## src/rtl/led_pattern_gen.sv

```systemverilog
// LED pattern generator: button-selected rotate/center/bounce patterns stepped
// by a prescaled tick, with speed, direction and pause controls.
module led_pattern_gen #(
  parameter int N_LED = 12,
  parameter int DIV_W = 21
) (
  input  logic             clk,
  input  logic             rst,
  input  logic [3:0]       btn_n,
  input  logic [1:0]       speed,
  input  logic             dir,
  input  logic             pause,
  output logic [N_LED-1:0] led,
  output logic [2:0]       mode,
  output logic             tick
);

  localparam int H = N_LED / 2;

  localparam logic [N_LED-1:0] SEED_ONE    = {{(N_LED-1){1'b0}}, 1'b1};
  localparam logic [N_LED-1:0] SEED_DARK   = ~SEED_ONE;
  localparam logic [N_LED-1:0] SEED_CENTER = (SEED_ONE << H) | (SEED_ONE << (H - 1));
  localparam logic [N_LED-1:0] SEED_BOUNCE = SEED_ONE << (N_LED - 1);

  typedef enum logic [2:0] {
    M_IDLE     = 3'd0,
    M_ROT_ONE  = 3'd1,
    M_ROT_DARK = 3'd2,
    M_CENTER   = 3'd3,
    M_BOUNCE   = 3'd4
  } mode_e;

  // Synchronizer stores the inverted (active-high) button levels, so a
  // cleared flop means "released".
  logic [3:0]       sync1_q, sync1_d;
  logic [3:0]       sync2_q, sync2_d;
  logic [3:0]       prev_q, prev_d;
  logic [DIV_W-1:0] presc_q, presc_d;
  logic             tick_q, tick_d;
  mode_e            mode_q, mode_d;
  logic [N_LED-1:0] led_q, led_d;
  logic             bup_q, bup_d;

  logic [3:0]       rise;
  logic             press;
  logic [2:0]       shamt;
  logic [DIV_W-1:0] tick_mask;
  logic             step;
  logic [H-1:0]     upper, lower;

  always_comb begin
    sync1_d   = ~btn_n;
    sync2_d   = sync1_q;
    prev_d    = sync2_q;
    rise      = sync2_q & ~prev_q;
    press     = (rise != 4'd0) && $onehot(sync2_q);
    presc_d   = presc_q + DIV_W'(1);
    shamt     = {speed, 1'b0};
    // Mask keeps the low DIV_W-2*speed bits; an empty mask ticks every clock.
    tick_mask = {DIV_W{1'b1}} >> shamt;
    tick_d    = (presc_q & tick_mask) == tick_mask;
    step      = tick_d && !pause && (mode_q != M_IDLE);
  end

  always_comb begin
    mode_d = mode_q;
    led_d  = led_q;
    bup_d  = bup_q;
    upper  = led_q[N_LED-1:H];
    lower  = led_q[H-1:0];
    if (press) begin
      bup_d = 1'b0;
      case (sync2_q)
        4'b0001: begin mode_d = M_ROT_ONE;  led_d = SEED_ONE;    end
        4'b0010: begin mode_d = M_ROT_DARK; led_d = SEED_DARK;   end
        4'b0100: begin mode_d = M_CENTER;   led_d = SEED_CENTER; end
        default: begin mode_d = M_BOUNCE;   led_d = SEED_BOUNCE; end
      endcase
    end else if (step) begin
      case (mode_q)
        M_ROT_ONE, M_ROT_DARK: begin
          led_d = dir ? {led_q[N_LED-2:0], led_q[N_LED-1]}
                      : {led_q[0], led_q[N_LED-1:1]};
        end
        M_CENTER: begin
          led_d = dir ? {upper[0], upper[H-1:1], lower[H-2:0], lower[H-1]}
                      : {upper[H-2:0], upper[H-1], lower[0], lower[H-1:1]};
        end
        M_BOUNCE: begin
          // Turn around as soon as an end is lit so each end shows for one step.
          if (!bup_q) begin
            if (led_q[0]) begin
              led_d = led_q << 1;
              bup_d = 1'b1;
            end else begin
              led_d = led_q >> 1;
            end
          end else begin
            if (led_q[N_LED-1]) begin
              led_d = led_q >> 1;
              bup_d = 1'b0;
            end else begin
              led_d = led_q << 1;
            end
          end
        end
        default: led_d = led_q;
      endcase
    end
  end

  always_ff @(posedge clk or negedge rst) begin
    if (!rst) begin
      sync1_q <= 4'd0;
      sync2_q <= 4'd0;
      prev_q  <= 4'd0;
      presc_q <= '0;
      tick_q  <= 1'b0;
      mode_q  <= M_IDLE;
      led_q   <= SEED_ONE;
      bup_q   <= 1'b0;
    end else begin
      sync1_q <= sync1_d;
      sync2_q <= sync2_d;
      prev_q  <= prev_d;
      presc_q <= presc_d;
      tick_q  <= tick_d;
      mode_q  <= mode_d;
      led_q   <= led_d;
      bup_q   <= bup_d;
    end
  end

  assign led  = led_q;
  assign mode = mode_q;
  assign tick = tick_q;

endmodule

```

## config.mk

```make
export PLATFORM = sky130hd
export DESIGN_NAME = led_pattern_gen
export DESIGN_NICKNAME = d
export VERILOG_FILES = /design/src/rtl/led_pattern_gen.sv
export SDC_FILE = /design/constraint.sdc
export NUM_CORES = 1
export LEC_CHECK = 0
export BUFFER_PORTS_ARGS = -buffer_cell sky130_fd_sc_hd__buf_4
export CAP_MARGIN = 20
export CORE_MARGIN = 3
export CORE_UTILIZATION = 55
export DETAILED_ROUTE_END_ITERATION = 10
export PLACE_DENSITY = 0.84
export SLEW_MARGIN = 40
export SYNTH_ARGS = -nofsm -noshare
export SYNTH_HDL_FRONTEND = slang
export SYNTH_SLANG_ARGS = --single-unit
```

## constraint.sdc

```tcl
create_clock -name clk -period 4.4 [get_ports clk]
set_input_delay 0.88 -clock clk [delete_from_list [all_inputs] [get_ports clk]]
set_output_delay 0.88 -clock clk [all_outputs]
set_load 0.05 [all_outputs]
```

# --- Word-level counts from Yosys, hierarchy flattened ---
# Index checks and enable logic that the tools add are counted.
classes:
  n_mux: 16
  n_shift: 1
  bitwise_logic: 4
  add_sub_neg: 4
  eq_ne: 9
  n_reduce_logical: 12
ops:
  columns: ["cell", "n"]
  rows:
  - ["12-bit two-way mux", 7]
  - ["12-bit case mux with 3 select lines", 2]
  - ["21-bit by 1-bit adder with 21-bit output (second input constant)", 1]
  - ["21-bit AND", 1]
  - ["21-bit equality test", 1]
  - ["21-bit by 3-bit >> shifter with 21-bit output (first input constant)", 1]
  - ["3-bit case mux with 3 select lines", 1]
  - ["4-bit inverter", 2]
  - ["4-bit nonzero test", 2]
  - ["3-bit by 1-bit equality test with 1-bit output (second input constant)", 2]
  - ["3-bit by 2-bit equality test with 1-bit output (second input constant)", 2]
  - ["1-bit two-way mux", 6]
  - ["1-bit by 1-bit adder with 2-bit output", 2]
  - ["4-bit AND", 1]
  - ["4-bit by 1-bit equality test with 1-bit output (second input constant)", 1]
  - ["4-bit by 2-bit equality test with 1-bit output (second input constant)", 1]
  - ["4-bit by 3-bit equality test with 1-bit output (second input constant)", 1]
  - ["2-bit AND reduction", 2]
  - ["2-bit nonzero test", 2]
  - ["2-bit by 2-bit adder with 3-bit output", 1]
  - ["3-bit equality test (second input constant)", 1]
  - ["1-bit logical AND", 3]
  - ["3-bit nonzero test", 1]
  - ["2-bit OR reduction", 1]
  - ["1-bit logical NOT", 1]
totals:
  inputBits: 10
  reg_bits: 50

# --- Depth between registers and ports, before layout ---
# Gate-level depths: netlist (run 1).
depth:
  word_depth: 7
  depth_mapped: 11

# --- Least setup slack after synthesis (run 1) ---
# Ideal clock, no wire load.
synth_timing:
  kind: "flip-flop to flip-flop"
  start: "register sync2_q[0], in the netlist prev_d[0]"
  end: "register led_q[8], in the netlist led[8]"
  setup_slack_ps: 1696
  setup_time_ps: 131
  stages_incl_launch_ff: 11
  arrival_ps: 2573
  cell_sequence: "dfrtp_1 inv_1 fa_1 inv_1 ha_1 ha_1 nor2_1 nand2_1 nor3b_2 nor2_1 or3_1"
synth_between:
  elab_chain_len: 6
  elab_cells_between_ends: 14
  cone_classes: "add/sub: 2; eq/ne: 4; mux: 2; bitwise: 1; reduce/logical: 5"
synth_rtl:
  columns: ["item", "line", "text"]
  rows:
  - ["from (decl)", "36", "logic [3:0] sync2_q, sync2_d;"]
  - ["from (signal assigned)", "124", "sync2_q <= sync2_d;"]
  - ["1-bit by 1-bit adder with 2-bit output (not written as such)", "56", "press = (rise != 4'd0) && $onehot(sync2_q);"]
  - ["2-bit by 2-bit adder with 3-bit output (not written as such)", "56", null]
  - ["3-bit by 1-bit equality test with 1-bit output", "56", null]
  - ["1-bit logical AND", "56", null]
  - ["4-bit nonzero test (no source line) or 2-bit nonzero test (tied branches)", null, null]
  - ["2-bit AND reduction (no source line)", null, null]
  - ["to (signal assigned)", "129", "led_q <= led_d;"]
  - ["to (decl)", "41", "logic [N_LED-1:0] led_q, led_d;"]
# Several ways; a longest one is shown, not always the timed one.
# A chain may end at the register's enable or synchronous reset.

# --- Final worst setup path (run 1) ---
# Same ends and word-level chain as after synthesis.

==> results.md, run 1 <==
* Detail Route Antenna Nets at 0
* Synth top area cells: dfrtp_1 46%, xnor2_1 4.9%, nand3_1 3.2%
* DP HPWL at roughly 3800 µm
* Clock Pin Slew Worst Setup and Hold Paths at about 90 ps
* Mapped Cells at about 270
* First-pass GRT wire length at 9120 µm
* First-pass detailed-route iteration total at 5
* Post-synth EDFFs at 0
* PwrDens at about 530 mW/mm²
* Num CTS Buffers at 5
* Reg-to-reg slack, setup at 1340 ps
* Largest net degree at the start of global routing at ~50
* Crit path DAT at around 3300 ps
* Post-synth net total at 284
* Die ar. at between 0.005 and 0.006 mm²
* CP startpoint kind: flop
* Crit Path Class: flop to flop
* FILL cells at roughly 360
* Vias in the first global route at between 1,500 and 2,000
* Seq/Total Area, Yosys at a little under half
* Clock latency on the worst-skew pair at about 310 ps
* Starting density of the core at around 59%
* VDD IR-drop max at about 0.00029 V
* Total GRT Usage at between 20 and 25%
* # IOs at 26
* Yosys top cell area share at 45.7%
* Leak pwr at between 0.001 and 0.0015 µW
* Synth-to-layout area growth at 12.5%
* Post-CTS Resized at 0
* CTS tree: built
* FF+latch count, synth at 50
* Hold Crit Class: flop to flop
* Die W at about 76 µm
* DRT Wirelength at around 5500 µm
* Wire length per cell at ~15 µm
* Clock Skew at roughly 7.3 ps
* Ant diodes at 0
* DRC viols at 0
* Synth Cell Area at roughly 0.0027 mm²
* Worst setup margin at 1340 ps
* Slew HR at a little over half
* H-Tree Depth at 2
* Ys Warns at 0
* Cell Rows at 24
* CTS Buffer Depth at 2
* Port bufs at 25
* Core area at approximately 0.0045 mm²
* Initial DRC Count at 245
* Synth cell types at 54
* DP Worst Slack at 1360 ps
* Root Driver: clkbuf_8
* Max-slew violations at 0
* Largest area contributor in the netlist: dfrtp_1
* Max-cap check violation count at 0
* CP max FO at 9
* Final Hold Vio Count at 0
* Fmax at 0.327 GHz
* Setup bufs post-CTS at 0
* Tmin final at about 3100 ps
* Synth Area per Inst at 10.0 µm²
* Vias/cell at between 5 and 6
* RD Place Congestion at ~0.89
* Measured slew at the worst slew-check pin at about 690 ps
* Die Ht at 75.8 µm
* Initial antenna violation count at 0
* Status: complete, no violations
* CP Data Required Time at 4590 ps
* NumNets Final at approximately 300
* Prevailing post-synth register cell: dfrtp_1
* Setup TNS at 0 ps
* RSZ-0062 raised after global routing: no
* Crit. End Element: flop
* Hold_buf cts at 0
* Period utilisation layout at a little over two thirds
* Global route overflow at 0
* Num Clock Sinks at 50
* FFs w/ async S/R, synth at 100%
* Final setup vio count at 0
* Share of cells above drive strength 1 at between 15 and 20%
* Via count at roughly 2,100
==> kinds of logic after synthesis <==
kind of cell    after synthesis  share of synthesized area [%]
compound gates               54                           14.4
xor+xnor                     20                           6.53
fa+ha+maj                     7                           3.55
buf+inv                      25                           3.87
flops                        50                           46.7
mux                           4                           1.59
simple gates                107                           23.4
==> cell type report <==
cell class                 count  area (µm²)  share of cell area, %
clock buffer                   5        68.8                   2.28
timing repair buffer          25         188                   6.22
sequential                    50        1250                   41.5
multi-input combinational    192        1330                   43.9
clock inverter                 3        43.8                   1.45
tap                           65        81.3                   2.70
inverter                      15        56.3                   1.87
==> layout by cell type, fill, tap and decap left out, types with 4 or more instances in the layout <==
| cell type | n |
|---|---|
| a211oi_1 | 5 |
| a21o_1 | 4 |
| a21oi_1 | 10 |
| buf_4 | 25 |
| clkbuf_8 | 5 |
| dfrtp_1 | 49 |
| ha_1 | 6 |
| inv_1 | 15 |
| nand2_1 | 19 |
| nand2b_1 | 9 |
| nand3_1 | 17 |
| nand4_1 | 4 |
| nor2_1 | 20 |
| nor2b_1 | 5 |
| nor3_1 | 5 |
| o21ai_0 | 9 |
| xnor2_1 | 15 |
| xor2_1 | 5 |
==> synthesized netlist by cell type, types with 3 or more instances <==
library cell / number
clkbuf_1: 7
xor2_1: 5
o31ai_1: 3
nand3_1: 17
nor3_1: 5
nand2_1: 19
xnor2_1: 15
a211o_1: 3
a2111oi_0: 3
nor2b_1: 5
inv_1: 15
ha_1: 6
a21oi_1: 10
a211oi_1: 5
and3_1: 3
dfrtp_1: 49
a21o_1: 4
nand2b_1: 9
o21ai_0: 9
nor2_1: 20
nor3b_1: 3
nand4_1: 4
a31oi_1: 3
o22ai_1: 3
==> routing by layer <==
metal / up-vias / GRT usage [%] / wire length (µm)
met5: - / 0 / 0
met2: 72 / 31.9 / 2620
met3: 12 / 5.54 / 304
met1: 999 / 28.8 / 2450
li1: 996 / - / -
met4: 0 / 6.41 / 95
==> per-stage QoR <==
stage          hold slack [ps]  power [µW]  area, µm²  cells  util, %
2_1_floorplan              331        1100       2680    267        -
3_3_place_gp               331        1270       2900    347     64.0
3_5_place_dp               340        1290       2900    347     64.0
4_1_cts                    362        1620       3020    355     66.5
5_1_grt                    368        1700       3020    355     66.5
6_report                   359        1610       3020    355     66.5
==> critical path, stage by stage, from the launching register on <==
cell,delay (ps)
dfrtp_1,390
inv_1,100
fa_1,550
inv_1,40
ha_1,170
ha_1,260
nor2_1,140
nand2_1,100
nor3b_2,590
nor2_1,200
or3_1,400
==> report_power, final <==
part,switching [µW],leakage (µW),internal (µW)
Clock,156,0.0000585,170
Combinational,417,0.000698,226
Sequential,121,0.000633,520
==> worst paths after layout <==
check,start,depth (start not counted),end
setup / recovery,prev_d[0],10,led[8]
hold / removal,sync1_q[1],0,prev_d[1]
setup reg to reg,prev_d[0],10,led[8]
hold reg to reg,sync1_q[1],0,prev_d[1]
max in group asynchronous,rst,1,sync1_q[1]
min in group asynchronous,rst,1,presc_q[16]
==> state kept, by name, indices dropped and copies added (netlist names) <==
signal / cells
presc_q: 21
led: 12
prev_d: 4
prev_q: 4
sync1_q: 4
mode: 3
bup_q: 1
tick: 1
Note: power is estimated with default switching activity, not from simulation.
==> inputs of run 2 (changes only) <==
--- a/config.mk
+++ b/config.mk
@@ -8,7 +8,7 @@
 export BUFFER_PORTS_ARGS = -buffer_cell sky130_fd_sc_hd__buf_4
 export CAP_MARGIN = 20
 export CORE_MARGIN = 3
-export CORE_UTILIZATION = 55
+export CORE_UTILIZATION = 53
 export DETAILED_ROUTE_END_ITERATION = 10
 export PLACE_DENSITY = 0.84
 export SLEW_MARGIN = 40
==> constraint.sdc (replaced) <==
create_clock -name clk -period 2.7 [get_ports clk]
set_input_delay 0.54 -clock clk [delete_from_list [all_inputs] [get_ports clk]]
set_output_delay 0.54 -clock clk [all_outputs]
set_load 0.05 [all_outputs]
==> run 2 against run 1 <==
Effect of this change:
- sequential share of layout area decreased by 0.87 points
- first-iteration DRC count decreased by 36%
- register-to-register slack got worse by 1200 ps
- sequential cell count unchanged
- worst hold slack got worse by 120 ps
- setup slack got worse by 1200 ps
- clock skew decreased by 1.6 ps
- wire length increased by 0.71%
- combinational power increased by 65%
- clock-buffer cell count unchanged
- critical path depth increased by 1
- via count decreased by 0.19%
==> results.md, run 2 (synthesis results as in run 1) <==
* Clock Skew at 5.67 ps (-1.58 ps)
* Status: complete, no violations
* Vias in the first global route at 2,022 (+5.1%)
* Leak pwr at 0.00142 µW (+2.2%)
* Share of cells above drive strength 1 at 20.3% (+4.1 points)
* VDD IR-drop max at 0.000510 V (+76%)
* DRC viols at 0 (unchanged)
* First-pass detailed-route iteration total at 4 (-1)
* Hold_buf cts at 0 (unchanged)
* Critical path, cell by cell: inv_2, fa_1, inv_1, ha_1, ha_1, nor2_2, nand2_2, nor3b_4, buf_6, a31oi_1, mux2_2
* Largest net degree at the start of global routing at 51 (unchanged)
* Cell family with the largest share of critical-path delay: adder cells
* CP startpoint kind: flop
* First-pass GRT wire length at 9800 µm (+7.5%)
* Most flops, register: presc_q
* Detail Route Antenna Nets at 0 (unchanged)
* Fin Hold WS at 243 ps (-115 ps)
* Fmax at 0.394 GHz (+21%)
* Wire length per cell at 15.2 µm (-1.5%)
* NumNets Final at 312 (+2.0%)
* Slew HR at 53.1% (-0.79 points)
* Synth-to-layout area growth at 15.0%
* Ant diodes at 0 (unchanged)
* Core area at 0.00482 mm² (+6.2%)
* Crit path DAT at 2730 ps (-530 ps)
* Final Hold Vio Count at 0 (unchanged)
* Via count at 2,075 (-0.19%)
* Starting density of the core at 55.7% (-3.5 points)
* Most frequent cells in the layout: 48 x dfrtp_1, 30 x buf_4, 18 x nand2_1, 18 x nor2_1, 16 x nand3_1
* Buf+Inv Stages, Crit Path at 3 (+1)
* DP Worst Slack at 83.3 ps (-1280 ps)
* Port bufs at 25 (unchanged)
* Cell Rows at 25 (+4.2%)
* Clock latency on the worst-skew pair at 300 ps (about the same)
* PwrDens at 854 mW/mm² (+60%)
* Vias/cell at 5.72 (-2.4%)
* RD Place Congestion at 0.857 (-3.8%)
* Max-slew violations at 0 (unchanged)
* Initial DRC Count at 158 (-36%)
* Global route overflow at 0 (unchanged)
* # IOs at 26 (unchanged)
* Measured slew at the worst slew-check pin at 697 ps (+11.7 ps)
* DRT Wirelength at 5520 µm (+0.71%)
* Crit Path Class: flop to flop
* H-Tree Depth at 2 (unchanged)
* Crit. End Element: flop
* Root Driver: clkbuf_8
* Tmin final at 2540 ps (-525 ps)
* Clock Pin Slew Worst Setup and Hold Paths at 90 ps (about the same)
* CTS tree: built
* Num Clock Sinks at 50 (unchanged)
* Max incr delay on CP at 520 ps (-70 ps)
* Total GRT Usage at 20.1% (-0.62 points)
* Most used cell, CP: ha_1
* Most common cell after layout, fill and taps aside: dfrtp_1
* Worst setup margin at 164 ps (-1180 ps)
* Num CTS Buffers at 5 (unchanged)
* CP Data Required Time at 2900 ps (-1690 ps)
* Die Ht at 77.1 µm (+1.7%)
* Die ar. at 0.00595 mm² (+3.5%)
* Largest register FFs at 21 (unchanged)
* Period utilisation layout at 93.9% (+24 points)
* Hold Crit Class: primary input to asynchronous set/reset pin
* DP HPWL at 3860 µm (+1.1%)
* Max-cap check violation count at 0 (unchanged)
* CTS Buffer Depth at 2 (unchanged)
* Initial antenna violation count at 0 (unchanged)
* Final setup vio count at 0 (unchanged)
* Die W at 77.1 µm (+1.7%)
* CP max FO at 7 (-2)
* CP max-delay cell: fa_1
## run 2: cell count changes in the layout (fill, tap and decap cells not counted), moves of 2 or more
cell and change:
buf_4 +5, inv_1 -2, inv_2 +2, nor2_1 -2
nor2_2 +2
## run 2: area by class of cell
class	count	area (µm²)
clock buffer	5	68.8
sequential	50	1250
timing repair buffer	31	236
clock inverter	3	40.0
fill	400	1730
tap	67	83.8
multi-input combinational	192	1340
inverter	15	56.3
## run 2: final timing paths
kind                                 start          end  slack [ps]  depth (start not counted)
worst max register to register   prev_d[0]      led[10]         160                         11
worst max-delay path             prev_d[0]      led[10]         160                         11
max in group asynchronous              rst    prev_d[3]        2020                          1
worst min register to register  sync1_q[0]    prev_d[0]         360                          0
min in group clk                sync1_q[0]    prev_d[0]         360                          0
worst min-delay path                   rst  presc_q[11]         240                          1
## run 2: routing by layer
metal / up-vias / track usage [%] / routed length [µm]
li1: 1010 / - / -
met1: 1008 / 27.5 / 2490
met2: 51 / 32.7 / 2710
met3: 6 / 4.58 / 264
met4: 0 / 4.63 / 51
met5: - / 0 / 0
## run 2: metrics by stage
step | power, µW | cell area [µm²] | std cells | util (%) | TNS, ps
6_report | 2630 | 3080 | 363 | 64.0 | 0
4_1_cts | 2630 | 3050 | 361 | 63.3 | 0
5_1_grt | 2790 | 3080 | 363 | 64.0 | -39.6
3_3_place_gp | 2080 | 2940 | 353 | 61.1 | 0
2_1_floorplan | 1790 | 2690 | 267 | - | 0
3_5_place_dp | 2110 | 2940 | 353 | 61.1 | 0
## run 2: power by group
| group | internal [µW] | switching [µW] |
|---|---|---|
| clock network | 273 | 249 |
| logic | 383 | 682 |
| registers | 848 | 197 |
## run 2: timing repair
item	4_1_cts	5_1_grt
gates resized for setup	0	8
endpoints found under the setup margin	0	9
setup buffers	0	2
==> inputs of run 3 (changes only) <==
--- a/config.mk
+++ b/config.mk
@@ -10,6 +10,7 @@
 export CORE_MARGIN = 3
 export CORE_UTILIZATION = 53
 export DETAILED_ROUTE_END_ITERATION = 10
+export MAX_ROUTING_LAYER = met4
 export PLACE_DENSITY = 0.84
 export SLEW_MARGIN = 40
 export SYNTH_ARGS = -nofsm -noshare
==> run 3 against run 2 <==
Effect of this change:
- non-clock buffer count stayed put
- first-iteration DRC count is 17% higher
- utilization stayed put
- cell count stayed put
- worst hold slack hardly changed
- critical path type unchanged
- cell area stayed put
- sequential power hardly changed
- clock skew is 0.61 ps lower
- die area stayed put
- maximum frequency hardly changed
- register-to-register slack hardly changed
- via count is 1.5% higher
==> results.md, run 3 (synthesis results as in run 1) <==
* Total GRT Usage at 20.6% (+0.47 points)
* Initial DRC Count at 185 (+17%)
* Crit Path Class: flop to flop
* Slew HR at 54.3% (+1.2 points)
* Clock latency on the worst-skew pair at 300 ps (about the same)
* GR peak layer: met2
* Core area at 0.00482 mm² (unchanged)
* Sw frac at 42.9% (about the same)
* Reg-to-reg startpoint: prev_d[0]
* Measured slew at the worst slew-check pin at 680 ps (-17.5 ps)
* Reg power frac at 39.7% (about the same)
* Reg-to-reg slack, setup at 170 ps (about the same)
* RD Place Congestion at 0.871 (+1.6%)
* Sw Pwr at 1130 µW (+0.12%)
* DRT Wirelength at 5520 µm (about the same)
* Die Ht at 77.1 µm (unchanged)
* Vias in the first global route at 2,022 (unchanged)
* Num CTS Buffers at 5 (unchanged)
* Hold_buf cts at 0 (unchanged)
* Leak pwr at 0.00142 µW (unchanged)
* Period utilisation layout at 93.8% (about the same)
* Max-slew violations at 0 (unchanged)
* Wire length per cell at 15.2 µm (about the same)
* CTS Buffer Depth at 2 (unchanged)
* Most frequent cells in the layout: 48 x dfrtp_1, 30 x buf_4, 18 x nand2_1, 18 x nor2_1, 16 x nand3_1
* Starting density of the core at 55.7% (unchanged)
* Initial antenna violation count at 0 (unchanged)
* CP startpoint kind: flop
* Final non-filler cell area at 0.00308 mm² (unchanged)
* CTS tree: built
* Synth-to-layout area growth at 15.0% (unchanged)
* Placed Instance Area at 0.00294 mm² (unchanged)
* Total power at 2630 µW (about the same)
* Largest net degree at the start of global routing at 51 (unchanged)
* First-pass detailed-route iteration total at 4 (unchanged)
* Hold Crit Class: primary input to asynchronous set/reset pin
* Largest register FFs at 21 (unchanged)
* Ant diodes at 0 (unchanged)
* Die W at 77.1 µm (unchanged)
* DP HPWL at 3860 µm (unchanged)
* Cell Rows at 25 (unchanged)
* Met3 usage at 4.23% (-0.35 points)
* Fin Hold WS at 243 ps (-0.384 ps)
* Final non-filler cell total at 363 (unchanged)
* Met1 usage at 27.3% (-0.15 points)
* GR Util met2 at 32.8% (+0.086 points)
* Crit path DAT at 2730 ps (about the same)
* Final Hold Vio Count at 0 (unchanged)
* PwrDens at 854 mW/mm² (about the same)
* # IOs at 26 (unchanged)
* Detail Route Antenna Nets at 0 (unchanged)
* Vias/cell at 5.80 (+1.5%)
* Tmin final at 2530 ps (-2.48 ps)
* Crit. End Element: flop
* Most common cell after layout, fill and taps aside: dfrtp_1
* Worst setup margin at 166 ps (+2.48 ps)
* Num Clock Sinks at 50 (unchanged)
* VDD IR-drop max at 0.000511 V (+0.22%)
* Share of cells above drive strength 1 at 20.3% (unchanged)
* Port bufs at 25 (unchanged)
* DRC viols at 0 (unchanged)
* Via count at 2,106 (+1.5%)
* Max-cap check violation count at 0 (unchanged)
* Die ar. at 0.00595 mm² (unchanged)
* NumNets Final at 312 (unchanged)
* Global route overflow at 0 (unchanged)
* Root Driver: clkbuf_8
* CP Data Required Time at 2900 ps (about the same)
* CP max FO at 7 (unchanged)
* Final setup vio count at 0 (unchanged)
* First-pass GRT wire length at 9800 µm (about the same)
* Clock Skew at 5.06 ps (-0.607 ps)
* Clock Pin Slew Worst Setup and Hold Paths at 90 ps (about the same)
* Status: complete, no violations
* Fmax at 0.395 GHz (about the same)
* DP Worst Slack at 83.3 ps (unchanged)
* Clock share of power at 19.9% (about the same)
* Int Pwr at 1500 µW (about the same)
* H-Tree Depth at 2 (unchanged)
* Most flops, register: presc_q
* Number of cells after detailed placement at 353 (unchanged)
* Worst setup startpoint: prev_d[0]
* FILL cells at 400 (unchanged)
* Logic pwr share at 40.5% (about the same)
run 3: cell counts in the layout (fill, tap and decap cells not counted):
No cell type changed its count.
run 3: power groups by stage:
stage          logic [µW]  registers [µW]  clock network (µW)
6_report             1070            1040                 523
2_1_floorplan         513            1280                   0
4_1_cts              1060            1040                 529
5_1_grt              1160            1070                 560
3_3_place_gp         1040            1040                   0
3_5_place_dp         1050            1050                   0
run 3: repair_timing:
item                                    4_1_cts  5_1_grt
endpoints found under the hold margin         0        0
endpoints found under the setup margin        0        9
gates resized for setup                       0        8
setup buffers                                 0        2
run 3: final timing paths:
path | to | cells after the start
max | led[10] | 11
min | presc_q[11] | 1
max reg2reg | led[10] | 11
min reg2reg | prev_d[0] | 0
max in group asynchronous | prev_d[3] | 1
min in group clk | prev_d[0] | 0
run 3: layout make-up:
cell class / count / area (µm²) / area share, %
tap: 67 / 83.8 / 2.72
clock inverter: 3 / 40.0 / 1.30
multi-input combinational: 192 / 1340 / 43.6
sequential: 50 / 1250 / 40.7
inverter: 15 / 56.3 / 1.83
timing repair buffer: 31 / 236 / 7.67
clock buffer: 5 / 68.8 / 2.23
run 3: metal layers:
| metal | up-vias | share of wire (%) |
|---|---|---|
| met5 | - | 0 |
| met4 | 0 | 0.89 |
| met3 | 6 | 5.9 |
| met2 | 65 | 48 |
| met1 | 1029 | 45 |
| li1 | 1006 | - |
run 3: critical path, stage by stage (launching register included):
cell	delay, ps
dfrtp_1	390
inv_2	70
fa_1	520
inv_1	40
ha_1	170
ha_1	280
nor2_2	140
nand2_2	100
nor3b_4	240
buf_6	170
a31oi_1	40
mux2_2	260
run 3: metrics by stage:
| step | setup TNS, ps | util (%) |
|---|---|---|
| floorplan | 0 | - |
| global placement | 0 | 61.1 |
| detailed placement | 0 | 61.1 |
| CTS | 0 | 63.3 |
| global route | -39.6 | 64.0 |
| finish | 0 | 64.0 |
